===== src/rtl/frame_validator.sv =====
// frame_validator: checks completed thermostat frames from the Manchester decoder and publishes
// a payload once it has been received REPEAT times in a row without a bad frame in between.
//
// Ports:
//   clk, rst_n                  system clock, asynchronous active-low reset
//   frame_full                  decoder full flag; its rising edge marks a completed frame
//   preamble .. state           decoded frame fields, held stable while frame_full is high
//   out_valid/out_ready         one-entry valid/ready output register
//   out_thermostat_id .. out_state  published payload, changes only on publish
//   good_count, bad_count       saturating frame statistics
//   last_error                  error code of the most recent bad frame
//   overrun                     sticky, an unaccepted payload was overwritten
//   stale                       no publish within the last TIMEOUT cycles
module frame_validator #(
  parameter logic [31:0] PREAMBLE = 32'hAAAA_AAAA,
  parameter logic [31:0] CONSTANT = 32'h0000_0000,
  parameter logic [15:0] TEMP_MIN = 16'd320,
  parameter logic [15:0] TEMP_MAX = 16'd990,
  parameter int unsigned REPEAT   = 2,
  parameter logic [23:0] TIMEOUT  = 24'd12_000_000
) (
  input  logic        clk,
  input  logic        rst_n,
  input  logic        frame_full,
  input  logic [31:0] preamble,
  input  logic [15:0] type_1,
  input  logic [15:0] type_2,
  input  logic [31:0] constant,
  input  logic [31:0] thermostat_id,
  input  logic [15:0] room_temp,
  input  logic [15:0] set_temp,
  input  logic [7:0]  state,
  output logic        out_valid,
  input  logic        out_ready,
  output logic [31:0] out_thermostat_id,
  output logic [15:0] out_room_temp,
  output logic [15:0] out_set_temp,
  output logic [7:0]  out_state,
  output logic [7:0]  good_count,
  output logic [7:0]  bad_count,
  output logic [2:0]  last_error,
  output logic        overrun,
  output logic        stale
);

  localparam logic [3:0] RepeatCnt = 4'(REPEAT);

  typedef enum logic [1:0] {StWait, StCheck, StCommit} st_e;

  st_e         st_q, st_d;
  logic        full_q, full_d;
  // Cleared by reset so a frame_full already high at reset release creates no event.
  logic        armed_q, armed_d;
  logic [31:0] pre_q, pre_d;
  logic [15:0] t1_q, t1_d;
  logic [15:0] t2_q, t2_d;
  logic [31:0] cst_q, cst_d;
  logic [71:0] pay_q, pay_d;
  logic [2:0]  err_q, err_d;
  logic [71:0] cand_q, cand_d;
  logic [3:0]  match_q, match_d;
  logic        valid_q, valid_d;
  logic [71:0] out_q, out_d;
  logic [7:0]  good_q, good_d;
  logic [7:0]  bad_q, bad_d;
  logic [2:0]  lerr_q, lerr_d;
  logic        ovr_q, ovr_d;
  logic [23:0] tmo_q, tmo_d;

  logic        frame_evt;
  logic        publish;

  assign frame_evt = frame_full & ~full_q & armed_q;

  always_comb begin
    st_d    = st_q;
    full_d  = frame_full;
    armed_d = 1'b1;
    pre_d   = pre_q;
    t1_d    = t1_q;
    t2_d    = t2_q;
    cst_d   = cst_q;
    pay_d   = pay_q;
    err_d   = err_q;
    cand_d  = cand_q;
    match_d = match_q;
    good_d  = good_q;
    bad_d   = bad_q;
    lerr_d  = lerr_q;
    publish = 1'b0;

    unique case (st_q)
      StWait: begin
        if (frame_evt) begin
          pre_d = preamble;
          t1_d  = type_1;
          t2_d  = type_2;
          cst_d = constant;
          pay_d = {thermostat_id, room_temp, set_temp, state};
          st_d  = StCheck;
        end
      end
      StCheck: begin
        // Payload layout: id[71:40], room[39:24], set[23:8], state[7:0].
        if (pre_q != PREAMBLE) begin
          err_d = 3'd1;
        end else if (cst_q != CONSTANT) begin
          err_d = 3'd2;
        end else if (t1_q != t2_q) begin
          err_d = 3'd3;
        end else if (pay_q[39:24] < TEMP_MIN || pay_q[39:24] > TEMP_MAX ||
                     pay_q[23:8] < TEMP_MIN || pay_q[23:8] > TEMP_MAX) begin
          err_d = 3'd4;
        end else begin
          err_d = 3'd0;
        end
        st_d = StCommit;
      end
      StCommit: begin
        st_d = StWait;
        if (err_q != 3'd0) begin
          bad_d   = (bad_q == 8'hFF) ? bad_q : bad_q + 8'd1;
          lerr_d  = err_q;
          match_d = 4'd0;
        end else begin
          good_d = (good_q == 8'hFF) ? good_q : good_q + 8'd1;
          if (pay_q == cand_q && match_q != 4'd0) begin
            match_d = (match_q >= RepeatCnt) ? RepeatCnt : match_q + 4'd1;
          end else begin
            cand_d  = pay_q;
            match_d = 4'd1;
          end
          // Publish only on the transition into RepeatCnt, not while saturated there.
          publish = (match_d == RepeatCnt) && (match_q != RepeatCnt || cand_d != cand_q);
        end
      end
      default: st_d = StWait;
    endcase

    valid_d = valid_q;
    out_d   = out_q;
    ovr_d   = ovr_q;
    if (publish) begin
      out_d   = pay_q;
      valid_d = 1'b1;
      if (valid_q && !out_ready) begin
        ovr_d = 1'b1;
      end
    end else if (valid_q && out_ready) begin
      valid_d = 1'b0;
    end

    if (publish) begin
      tmo_d = 24'd0;
    end else if (tmo_q != TIMEOUT) begin
      tmo_d = tmo_q + 24'd1;
    end else begin
      tmo_d = tmo_q;
    end
  end

  always_ff @(posedge clk or negedge rst_n) begin
    if (!rst_n) begin
      st_q    <= StWait;
      full_q  <= 1'b0;
      armed_q <= 1'b0;
      pre_q   <= '0;
      t1_q    <= '0;
      t2_q    <= '0;
      cst_q   <= '0;
      pay_q   <= '0;
      err_q   <= '0;
      cand_q  <= '0;
      match_q <= '0;
      valid_q <= 1'b0;
      out_q   <= '0;
      good_q  <= '0;
      bad_q   <= '0;
      lerr_q  <= '0;
      ovr_q   <= 1'b0;
      tmo_q   <= TIMEOUT;
    end else begin
      st_q    <= st_d;
      full_q  <= full_d;
      armed_q <= armed_d;
      pre_q   <= pre_d;
      t1_q    <= t1_d;
      t2_q    <= t2_d;
      cst_q   <= cst_d;
      pay_q   <= pay_d;
      err_q   <= err_d;
      cand_q  <= cand_d;
      match_q <= match_d;
      valid_q <= valid_d;
      out_q   <= out_d;
      good_q  <= good_d;
      bad_q   <= bad_d;
      lerr_q  <= lerr_d;
      ovr_q   <= ovr_d;
      tmo_q   <= tmo_d;
    end
  end

  assign out_valid         = valid_q;
  assign out_thermostat_id = out_q[71:40];
  assign out_room_temp     = out_q[39:24];
  assign out_set_temp      = out_q[23:8];
  assign out_state         = out_q[7:0];
  assign good_count        = good_q;
  assign bad_count         = bad_q;
  assign last_error        = lerr_q;
  assign overrun           = ovr_q;
  assign stale             = (tmo_q == TIMEOUT);

endmodule


===== config.mk =====
export PLATFORM = sky130hd
export DESIGN_NAME = frame_validator
export DESIGN_NICKNAME = d
export VERILOG_FILES = /design/src/rtl/frame_validator.sv
export SDC_FILE = /design/constraint.sdc
export NUM_CORES = 1
export LEC_CHECK = 0
export CAP_MARGIN = 20
export CORE_MARGIN = 4
export CORE_UTILIZATION = 35
export CTS_BUF_LIST = sky130_fd_sc_hd__clkbuf_4 sky130_fd_sc_hd__clkbuf_8 sky130_fd_sc_hd__clkbuf_16
export DETAILED_ROUTE_END_ITERATION = 8
export PLACE_DENSITY = 0.56
export SYNTH_ARGS = -nofsm -noshare
export SYNTH_HDL_FRONTEND = slang
export SYNTH_SLANG_ARGS = --single-unit

===== constraint.sdc =====
create_clock -name clk -period 2.5 [get_ports clk]
set_input_delay 0.5 -clock clk [delete_from_list [all_inputs] [get_ports clk]]
set_output_delay 0.5 -clock clk [all_outputs]
set_load 0.02 [all_outputs]

==> impl_metrics.env, run 1 <==
export IMPL_syn_inst=1052
export IMPL_clk_pin_slew_ns=0.06
export IMPL_cts_htree_levels=2
export IMPL_grt_overflow_total=0
export IMPL_yosysUniqueCellTypes=47
export IMPL_initial_utilization_pct=35.4
export IMPL_critical_path_class="reg -> reg"
export IMPL_slew_viol_final=0
export IMPL_io_pins=266
export IMPL_slew_headroom_pct=63.0
export IMPL_clk_path_buf_depth=3
export IMPL_cp_max_fo=20
export IMPL_p_switching_mw=4.48
export IMPL_combPwrFrac_pct=17.4
export IMPL_pwr_share_seq_pct=45.0
export IMPL_grt_pass1_wl_mm=59.8
export IMPL_synthFlopType="dfrtp_1"
export IMPL_r2r_slack_ns=-0.14
export IMPL_yosysWarnings=0
export IMPL_status="finished with violations"
export IMPL_final_common_cell="dfrtp_1"
export IMPL_synth_edf_count=0
export IMPL_startpoint_type="register"
export IMPL_hpwl_mm=27.9
export IMPL_critPathCaptureType="register"
export IMPL_fillers=3924
export IMPL_hold_violations=0
export IMPL_core_area_um2=44300
export IMPL_drc=0
export IMPL_skew_ns=0.0213
export IMPL_drive_above_1_share_pct=36.5
export IMPL_p_int_mw=12.6
export IMPL_placedCellCount=1963
export IMPL_dr_pass1_iters=4
export IMPL_fin_crit_sh_pct=106
export IMPL_avgViaCountPerCell=4.69
export IMPL_max_freq_mhz=379
export IMPL_cts_buffers=42
export IMPL_cts_tree="done"
export IMPL_syn_nets=1231
export IMPL_clkPwrFrac_pct=37.6
export IMPL_worst_slew_pin_slew_ns=0.550
export IMPL_switching_share_pct=26.2
export IMPL_syn_area_um2=15700
export IMPL_drt_iter0_drc=267
export IMPL_drv_cap=0
export IMPL_dieArea_um2=48300
export IMPL_crit_top_cell="buf_12"
export IMPL_grt_max_degree=69
export IMPL_ys_ff_latch=368
export IMPL_dieHeight_um=220
export IMPL_critPathMaxStageDelay_ns=0.45
export IMPL_layout_common_cells="357 x dfrtp_1, 263 x clkdlybuf4s50_1, 241 x mux2_2, 80 x xor2_1, 78 x buf_4"
export IMPL_nets=1618
export IMPL_grt_usage_pct=16.0
export IMPL_num_rows=77
export IMPL_path_cells="xor2_1, nor4_2, buf_4, nand4_1, nor3_4, and4_4, buf_12, buf_12, mux2_1"
export IMPL_rsz0062_at_grt="true"
export IMPL_grt_pass1_vias=10086
export IMPL_whs_ns=0.474
export IMPL_avgSynthCellArea_um2=14.9
export IMPL_antenna_diode_count=0
export IMPL_async_flop_share_pct=100
export IMPL_wl_per_cell_um=19.2
export IMPL_cpLargestDelayFamily="simple AND/OR/NAND/NOR gates"
export IMPL_design_area_um2=21700
export IMPL_fin_ws_ns=-0.142
export IMPL_insertion_delay_ns=0.57
export IMPL_arrival_ns=3.08
export IMPL_fin_cells=2065
export IMPL_hp_class="in -> async"
export IMPL_port_buffers=265
export IMPL_area_growth_pct=38.2
export IMPL_gp_congestion=0.781
export IMPL_p_leak_nw=9.56
export IMPL_path_buf_inv=3
export IMPL_fin_crit_ns=2.64
export IMPL_slowest_stage="nor4_2"
export IMPL_root_buffer="clkbuf_16"
export IMPL_cts_sinks=368
export IMPL_dpl_cell_area_um2=19700
export IMPL_synth_seq_area_share_pct=58.7
export IMPL_finalSetupViolCount=158
export IMPL_violations="negative setup slack"
export IMPL_ir_drop_v=0.000441
export IMPL_postRouteAntennaNets=0
export IMPL_wirelength_mm=39.5
export IMPL_crit_required_ns=2.94
export IMPL_antenna_found_initial=7
export IMPL_power_density_nw_per_um2=789
export IMPL_die_w_um=220
export IMPL_vias=9679
-- metrics by stage --
| stage | setup WS (ns) | utilization (%) | setup TNS [ns] | total power [mW] |
|---|---|---|---|---|
| floorplan | 0.214 | - | 0 | 9.28 |
| global placement | -0.312 | 44.4 | -29.42 | 10.7 |
| detailed placement | -0.351 | 44.4 | -34.72 | 10.7 |
| CTS | -0.0966 | 48.3 | -4.70 | 17.4 |
| global route | -0.210 | 49.0 | -25.01 | 18.0 |
| finish | -0.142 | 49.0 | -13.83 | 17.1 |
-- power groups by stage --
stage | Combinational (mW) | Clock [mW] | Sequential [mW]
2_1_floorplan | 1.56 | 0 | 7.72
3_3_place_gp | 2.90 | 0 | 7.77
3_5_place_dp | 2.93 | 0 | 7.81
4_1_cts | 3.00 | 6.66 | 7.71
5_1_grt | 3.26 | 6.90 | 7.83
6_report | 2.98 | 6.44 | 7.70
-- kinds of logic after synthesis --
family / after synthesis / synth area share (%)
simple gates: 166 / 6.10
other cells: 1 / 0.0239
flops: 368 / 58.7
xor+xnor: 125 / 6.97
buf+inv: 45 / 2.22
mux: 315 / 24.3
compound gates: 25 / 1.12
fa+ha+maj: 7 / 0.558
-- synth_stat cells (all sizes together), types with 10 or more instances --
cell,n,area [µm²]
dfrtp,358,8960
mux2,314,3800
xor2,81,709
xnor2,44,385
nor2,35,131
nor4,33,234
buf,30,293
nand2,22,82.6
nand4,22,138
nand3,16,80.1
and3,10,62.6
dfstp,10,263
-- flip-flops by register name, indices dropped and copies added (netlist names), 2 cells and up --
name	cells
err_q	3
cst_q	32
tmo_q	24
match_q	4
st_q	2
pay_q	72
t2_q	16
pre_q	32
last_error	3
t1_q	16
out_q	72
cand_q	72
bad_count	8
good_count	8
-- repair_timing --
item | CTS | global route
endpoints found under the setup margin | 170 | 161
buffers inserted | 6 | 6
hold buffers | 1 | 0
gates resized for setup | 24 | 14
cloned | 2 | 11
endpoints found under the hold margin | 44 | 0
pin swaps | 8 | 6
-- per-layer routing --
metal	GRT usage [%]	share of wire (%)
met1	22.6	46
met2	23.5	44
met3	5.96	7.8
met4	3.96	1.9
met5	0	0.26
-- cell type report --
class	count	area (µm²)	area share (%)
multi-input combinational	639	6250	28.8
tap	592	741	3.41
clock inverter	25	277	1.27
clock buffer	53	1190	5.51
sequential	368	9220	42.5
inverter	8	30.0	0.138
timing repair buffer	380	3990	18.4
-- final timing paths --
check                                             from  cells past startpoint               endpoint
worst max-delay path            cand_q[20]$_DFFE_PN0P_                      9  out_q[70]$_DFFE_PN0P_
worst min-delay path                             rst_n                      2  out_q[64]$_DFFE_PN0P_
worst max register to register  cand_q[20]$_DFFE_PN0P_                      9  out_q[70]$_DFFE_PN0P_
worst min register to register     overrun$_DFFE_PN0P_                      1    overrun$_DFFE_PN0P_
max in group asynchronous                        rst_n                      3  pre_q[14]$_DFFE_PN0P_
min in group clk                            frame_full                      1       full_q$_DFF_PN0_
(Power assumes the default switching activity.)
==> run 2: changes to the inputs <==
--- a/config.mk
+++ b/config.mk
@@ -11,6 +11,7 @@
 export CTS_BUF_LIST = sky130_fd_sc_hd__clkbuf_4 sky130_fd_sc_hd__clkbuf_8 sky130_fd_sc_hd__clkbuf_16
 export DETAILED_ROUTE_END_ITERATION = 8
 export PLACE_DENSITY = 0.56
+export REMOVE_ABC_BUFFERS = 1
 export SYNTH_ARGS = -nofsm -noshare
 export SYNTH_HDL_FRONTEND = slang
 export SYNTH_SLANG_ARGS = --single-unit
==> impl_metrics.env, run 2 (synthesized netlist as in run 1, its figures left out) <==
export IMPL_status="finished with violations"
export IMPL_violations="negative setup slack"
export IMPL_vias=9610
export IMPL_dpl_cell_area_um2=19700
export IMPL_dr_pass1_iters=5
export IMPL_arrival_ns=2.94
export IMPL_cts_htree_levels=2
export IMPL_crit_path_end="out_q[3]$_DFFE_PN0P_"
export IMPL_critical_path_class="reg -> reg"
export IMPL_fin_crit_sh_pct=101
export IMPL_skew_ns=0.0222
export IMPL_dieArea_um2=48300
export IMPL_slowest_stage="dfrtp_1"
export IMPL_slew_viol_final=0
export IMPL_nets=1603
export IMPL_critPathMaxStageDelay_ns=0.40
export IMPL_num_rows=77
export IMPL_finalSetupViolCount=27
export IMPL_grt_overflow_total=0
export IMPL_cts_sinks=368
export IMPL_antenna_found_initial=1
export IMPL_worst_slew_pin_slew_ns=0.622
export IMPL_clk_pin_slew_ns=0.06
export IMPL_critPathCaptureType="register"
export IMPL_slew_headroom_pct=58.1
export IMPL_postRouteAntennaNets=0
export IMPL_cp_max_fo=16
export IMPL_hp_class="in -> async"
export IMPL_r2r_slack_ns=-0.02
export IMPL_multi_input_area_um2=6240
export IMPL_pre_cts_slack_ns=-0.139
export IMPL_fillers=3936
export IMPL_io_pins=266
export IMPL_drive_above_1_share_pct=35.5
export IMPL_insertion_delay_ns=0.55
export IMPL_cts_buffers=42
export IMPL_gp_congestion=0.755
export IMPL_worstRegToRegCells=9
export IMPL_grt_max_degree=96
export IMPL_largestRegisters="cand_q (72), out_q (72), pay_q (72)"
export IMPL_area_growth_pct=36.2
export IMPL_grt_pass1_wl_mm=58.2
export IMPL_layout_common_cells="358 x dfrtp_1, 263 x clkdlybuf4s50_1, 242 x mux2_2, 81 x xor2_1, 73 x buf_4"
export IMPL_avgViaCountPerCell=4.70
export IMPL_initial_utilization_pct=35.4
export IMPL_hold_violations=0
export IMPL_rsz0062_at_grt="true"
export IMPL_crit_required_ns=2.92
export IMPL_port_buffers=265
export IMPL_r2r_end="out_q[3]$_DFFE_PN0P_"
export IMPL_cts_tree="done"
export IMPL_root_buffer="clkbuf_16"
export IMPL_wirelength_mm=37.3
export IMPL_ir_drop_v=0.000519
export IMPL_path_cells="xor2_1, nor4_1, buf_4, nand4_1, nor3_4, and4_4, buf_12, buf_16, mux2_4"
export IMPL_grt_usage_pct=15.3
export IMPL_seq_area_um2=9220
export IMPL_r2r_start="pay_q[66]$_DFFE_PN0P_"
export IMPL_drc=0
export IMPL_drt_iter0_drc=271
export IMPL_final_common_cell="dfrtp_1"
export IMPL_design_area_um2=21400
export IMPL_hpwl_mm=26.3
export IMPL_grt_pass1_vias=10279
export IMPL_clk_path_buf_depth=3
export IMPL_setup_tns_ns=-0.271
export IMPL_critPathLaunch="pay_q[66]$_DFFE_PN0P_"
export IMPL_dieHeight_um=220
export IMPL_die_w_um=220
export IMPL_startpoint_type="register"
export IMPL_core_area_um2=44300
export IMPL_fin_ws_ns=-0.0185
export IMPL_p_leak_nw=9.40
export IMPL_drv_cap=0
export IMPL_wl_per_cell_um=18.2
export IMPL_power_density_nw_per_um2=780
export IMPL_fin_crit_ns=2.52
export IMPL_max_freq_mhz=397
-- run 2: critical path: cells and delay by family, from the launching register on --
family | cells | cell delay, ns
mux | 1 | 0.31
flops | 1 | 0.40
simple gates | 4 | 1.04
buf+inv | 3 | 0.47
xor+xnor | 1 | 0.15
-- run 2: through the flow --
stage / util (%) / instances / total power, mW / hold WS [ns]
after floorplan: - / 1015 / 9.35 / 0.204
after global placement: 44.3 / 1958 / 10.5 / 0.376
after detailed placement: 44.3 / 1958 / 10.6 / 0.374
after CTS: 47.8 / 2037 / 16.9 / 0.372
after global routing: 48.2 / 2044 / 17.6 / 0.404
final: 48.3 / 2045 / 16.7 / 0.400
-- run 2: worst min-delay path by stage --
stage	from	to	slack, ns	cells past startpoint
floorplan	rst_n	armed_q$_DFF_PN0_	0.20	0
global placement	rst_n	tmo_q[2]$_DFFE_PN0P_	0.38	1
detailed placement	rst_n	tmo_q[2]$_DFFE_PN0P_	0.37	1
CTS	rst_n	pay_q[61]$_DFFE_PN0P_	0.37	2
global route	rst_n	pay_q[61]$_DFFE_PN0P_	0.40	2
finish	rst_n	pay_q[61]$_DFFE_PN0P_	0.40	2
-- run 2: per-layer routing --
layer | track usage [%] | vias up | part of all wire [%]
met3 | 5.05 | 52 | 7.3
met1 | 20.5 | 4856 | 45
met5 | 0 | - | 0.035
li1 | - | 4486 | -
met2 | 24.0 | 214 | 46
met4 | 4.23 | 2 | 1.9
-- run 2: area by class of cell --
type                            instances  area share (%)
Antenna cell                            1          0.0117
Clock inverter                         10           0.620
Tap cell                              592            3.46
Multi-Input combinational cell        639            29.2
Timing Repair Buffer                  365            17.6
Sequential cell                       368            43.1
Inverter                                8           0.140
Clock buffer                           62            5.87
-- run 2: timing repair --
item	in CTS	in global routing
setup endpoints to repair	81	90
pin swaps	5	3
hold buffers	1	0
setup buffers	6	3
cloned	0	4
endpoints found under the hold margin	16	0
gates resized for setup	18	13
-- run 2: where the power goes --
| part | internal [mW] | switching [mW] | total, mW |
|---|---|---|---|
| combinational | 1.73 | 1.09 | 2.82 |
| clock | 3.78 | 2.42 | 6.20 |
| sequential | 6.95 | 0.710 | 7.66 |
| total | 12.5 | 4.22 | 16.7 |
==> run 3: changes to the inputs <==
--- a/config.mk
+++ b/config.mk
@@ -7,10 +7,10 @@
 export LEC_CHECK = 0
 export CAP_MARGIN = 20
 export CORE_MARGIN = 4
-export CORE_UTILIZATION = 35
+export CORE_UTILIZATION = 53
 export CTS_BUF_LIST = sky130_fd_sc_hd__clkbuf_4 sky130_fd_sc_hd__clkbuf_8 sky130_fd_sc_hd__clkbuf_16
 export DETAILED_ROUTE_END_ITERATION = 8
-export PLACE_DENSITY = 0.56
+export PLACE_DENSITY = 0.79
 export REMOVE_ABC_BUFFERS = 1
 export SYNTH_ARGS = -nofsm -noshare
 export SYNTH_HDL_FRONTEND = slang
==> impl_metrics.env, run 3 (synthesized netlist as in run 1, its figures left out) <==
export IMPL_status="finished with violations"
export IMPL_violations="negative setup slack"
export IMPL_wirelength_mm=35.2
export IMPL_critPathLaunch="cand_q[7]$_DFFE_PN0P_"
export IMPL_cts_htree_levels=2
export IMPL_drv_cap=0
export IMPL_grt_overflow_total=0
export IMPL_max_freq_mhz=389
export IMPL_arrival_ns=2.97
export IMPL_num_rows=62
export IMPL_hold_path_cell_count=1
export IMPL_whs_ns=0.482
export IMPL_design_area_um2=20800
export IMPL_slew_viol_final=0
export IMPL_grt_pass1_vias=10360
export IMPL_dieArea_um2=32400
export IMPL_clk_pin_slew_ns=0.06
export IMPL_dpl_cell_area_um2=19100
export IMPL_setup_tns_ns=-2.21
export IMPL_r2r_start="cand_q[7]$_DFFE_PN0P_"
export IMPL_crit_required_ns=2.90
export IMPL_largestRegisters="cand_q (72), out_q (72), pay_q (72)"
export IMPL_cts_sinks=368
export IMPL_dieHeight_um=180
export IMPL_r2r_slack_ns=-0.07
export IMPL_path_buf_inv=3
export IMPL_rsz0062_at_grt="true"
export IMPL_initial_utilization_pct=54.3
export IMPL_drive_above_1_share_pct=34.1
export IMPL_grt_max_degree=74
export IMPL_path_cells="xor2_1, nor4_1, buf_4, nand4_1, nor3_2, and4_4, buf_12, clkbuf_16, mux2_4"
export IMPL_grt_usage_pct=21.0
export IMPL_final_common_cell="dfrtp_1"
export IMPL_hold_start="frame_full"
export IMPL_die_w_um=180
export IMPL_ir_drop_v=0.000553
export IMPL_fin_ws_ns=-0.0685
export IMPL_cts_buffers=38
export IMPL_total_power_mw=15.9
export IMPL_p_leak_nw=9.21
export IMPL_slew_headroom_pct=59.4
export IMPL_r2r_end="out_q[27]$_DFFE_PN0P_"
export IMPL_cp_max_fo=9
export IMPL_worstRegToRegCells=9
export IMPL_gp_congestion=0.767
export IMPL_wl_per_cell_um=19.5
export IMPL_fin_crit_ns=2.57
export IMPL_worst_slew_pin_slew_ns=0.604
export IMPL_drc=0
export IMPL_vias=9628
export IMPL_cpLargestDelayFamily="simple AND/OR/NAND/NOR gates"
export IMPL_power_density_nw_per_um2=765
export IMPL_pre_cts_slack_ns=-0.157
export IMPL_skew_ns=0.0202
export IMPL_area_growth_pct=32.5
export IMPL_critical_path_class="reg -> reg"
export IMPL_avgViaCountPerCell=5.32
export IMPL_fin_crit_sh_pct=103
export IMPL_hp_class="in -> reg"
export IMPL_antenna_found_initial=1
export IMPL_postRouteAntennaNets=0
export IMPL_hold_violations=0
export IMPL_drt_iter0_drc=529
export IMPL_core_area_um2=28900
export IMPL_hpwl_mm=24.0
export IMPL_fillers=1942
export IMPL_port_buffers=265
export IMPL_finalSetupViolCount=69
export IMPL_fin_cells=1809
export IMPL_dr_pass1_iters=4
export IMPL_io_pins=266
export IMPL_utilization_pct=71.9
export IMPL_startpoint_type="register"
export IMPL_grt_pass1_wl_mm=56.0
export IMPL_layout_common_cells="358 x dfrtp_1, 263 x clkdlybuf4s50_1, 242 x mux2_2, 81 x xor2_1, 72 x mux2_4"
export IMPL_clk_path_buf_depth=3
export IMPL_root_buffer="clkbuf_16"
export IMPL_placedCellCount=1724
export IMPL_critPathMaxStageDelay_ns=0.40
export IMPL_insertion_delay_ns=0.52
export IMPL_critPathCaptureType="register"
export IMPL_cts_tree="done"
export IMPL_nets=1577
export IMPL_slowest_stage="dfrtp_1"
export IMPL_hold_path_endpoint="full_q$_DFF_PN0_"
-- run 3: worst max path at each step --
| stage | cells after the start | end | slack (ns) |
|---|---|---|---|
| final | 9 | out_q[27]$_DFFE_PN0P_ | -0.07 |
| after floorplan | 2 | cst_q[0]$_DFFE_PN0P_ | -15.87 |
| after detailed placement | 7 | out_q[62]$_DFFE_PN0P_ | -0.16 |
| after CTS | 10 | out_q[15]$_DFFE_PN0P_ | -0.07 |
| after global placement | 7 | out_q[55]$_DFFE_PN0P_ | -0.11 |
| after global routing | 9 | out_q[27]$_DFFE_PN0P_ | -0.19 |
-- run 3: final cells by class --
class,count,area (µm²),area share [%]
Antenna cell,1,2.50,0.0120
Clock buffer,56,1160,5.57
Clock inverter,10,78.8,0.379
Inverter,8,30.0,0.144
Multi-Input combinational cell,639,6230,29.9
Sequential cell,368,9220,44.3
Tap cell,384,480,2.31
Timing Repair Buffer,343,3610,17.3
-- run 3: power by group --
part / internal (mW) / leakage [nW] / switching (mW)
sequential: 6.95 / 4.66 / 0.817
clock: 3.31 / 0.632 / 2.25
combinational: 1.60 / 3.92 / 0.983
total: 11.9 / 9.21 / 4.05
-- run 3: worst register-to-register path, stage by stage, from the launching register on --
cell and delay, ns:
dfrtp_1 0.40, xor2_1 0.17, nor4_1 0.28, buf_4 0.17
nand4_1 0.22, nor3_2 0.25, and4_4 0.29, buf_12 0.18
clkbuf_16 0.20, mux2_4 0.30
-- run 3: what timing repair did --
action,4_1_cts,5_1_grt
gates cloned,3,4
gates resized for setup,22,15
endpoints found under the hold margin,43,0
hold buffers,1,0
setup buffers,6,4
pin swaps,7,3
setup endpoints to repair,97,136
-- run 3: metal layers --
metal  wire [µm]  GRT usage, %  share of wire [%]
met1       14800          28.2                 42
met2       17200          34.4                 49
met5           0             0                  0
met4         686          5.20                1.9
met3        2530          5.89                7.2
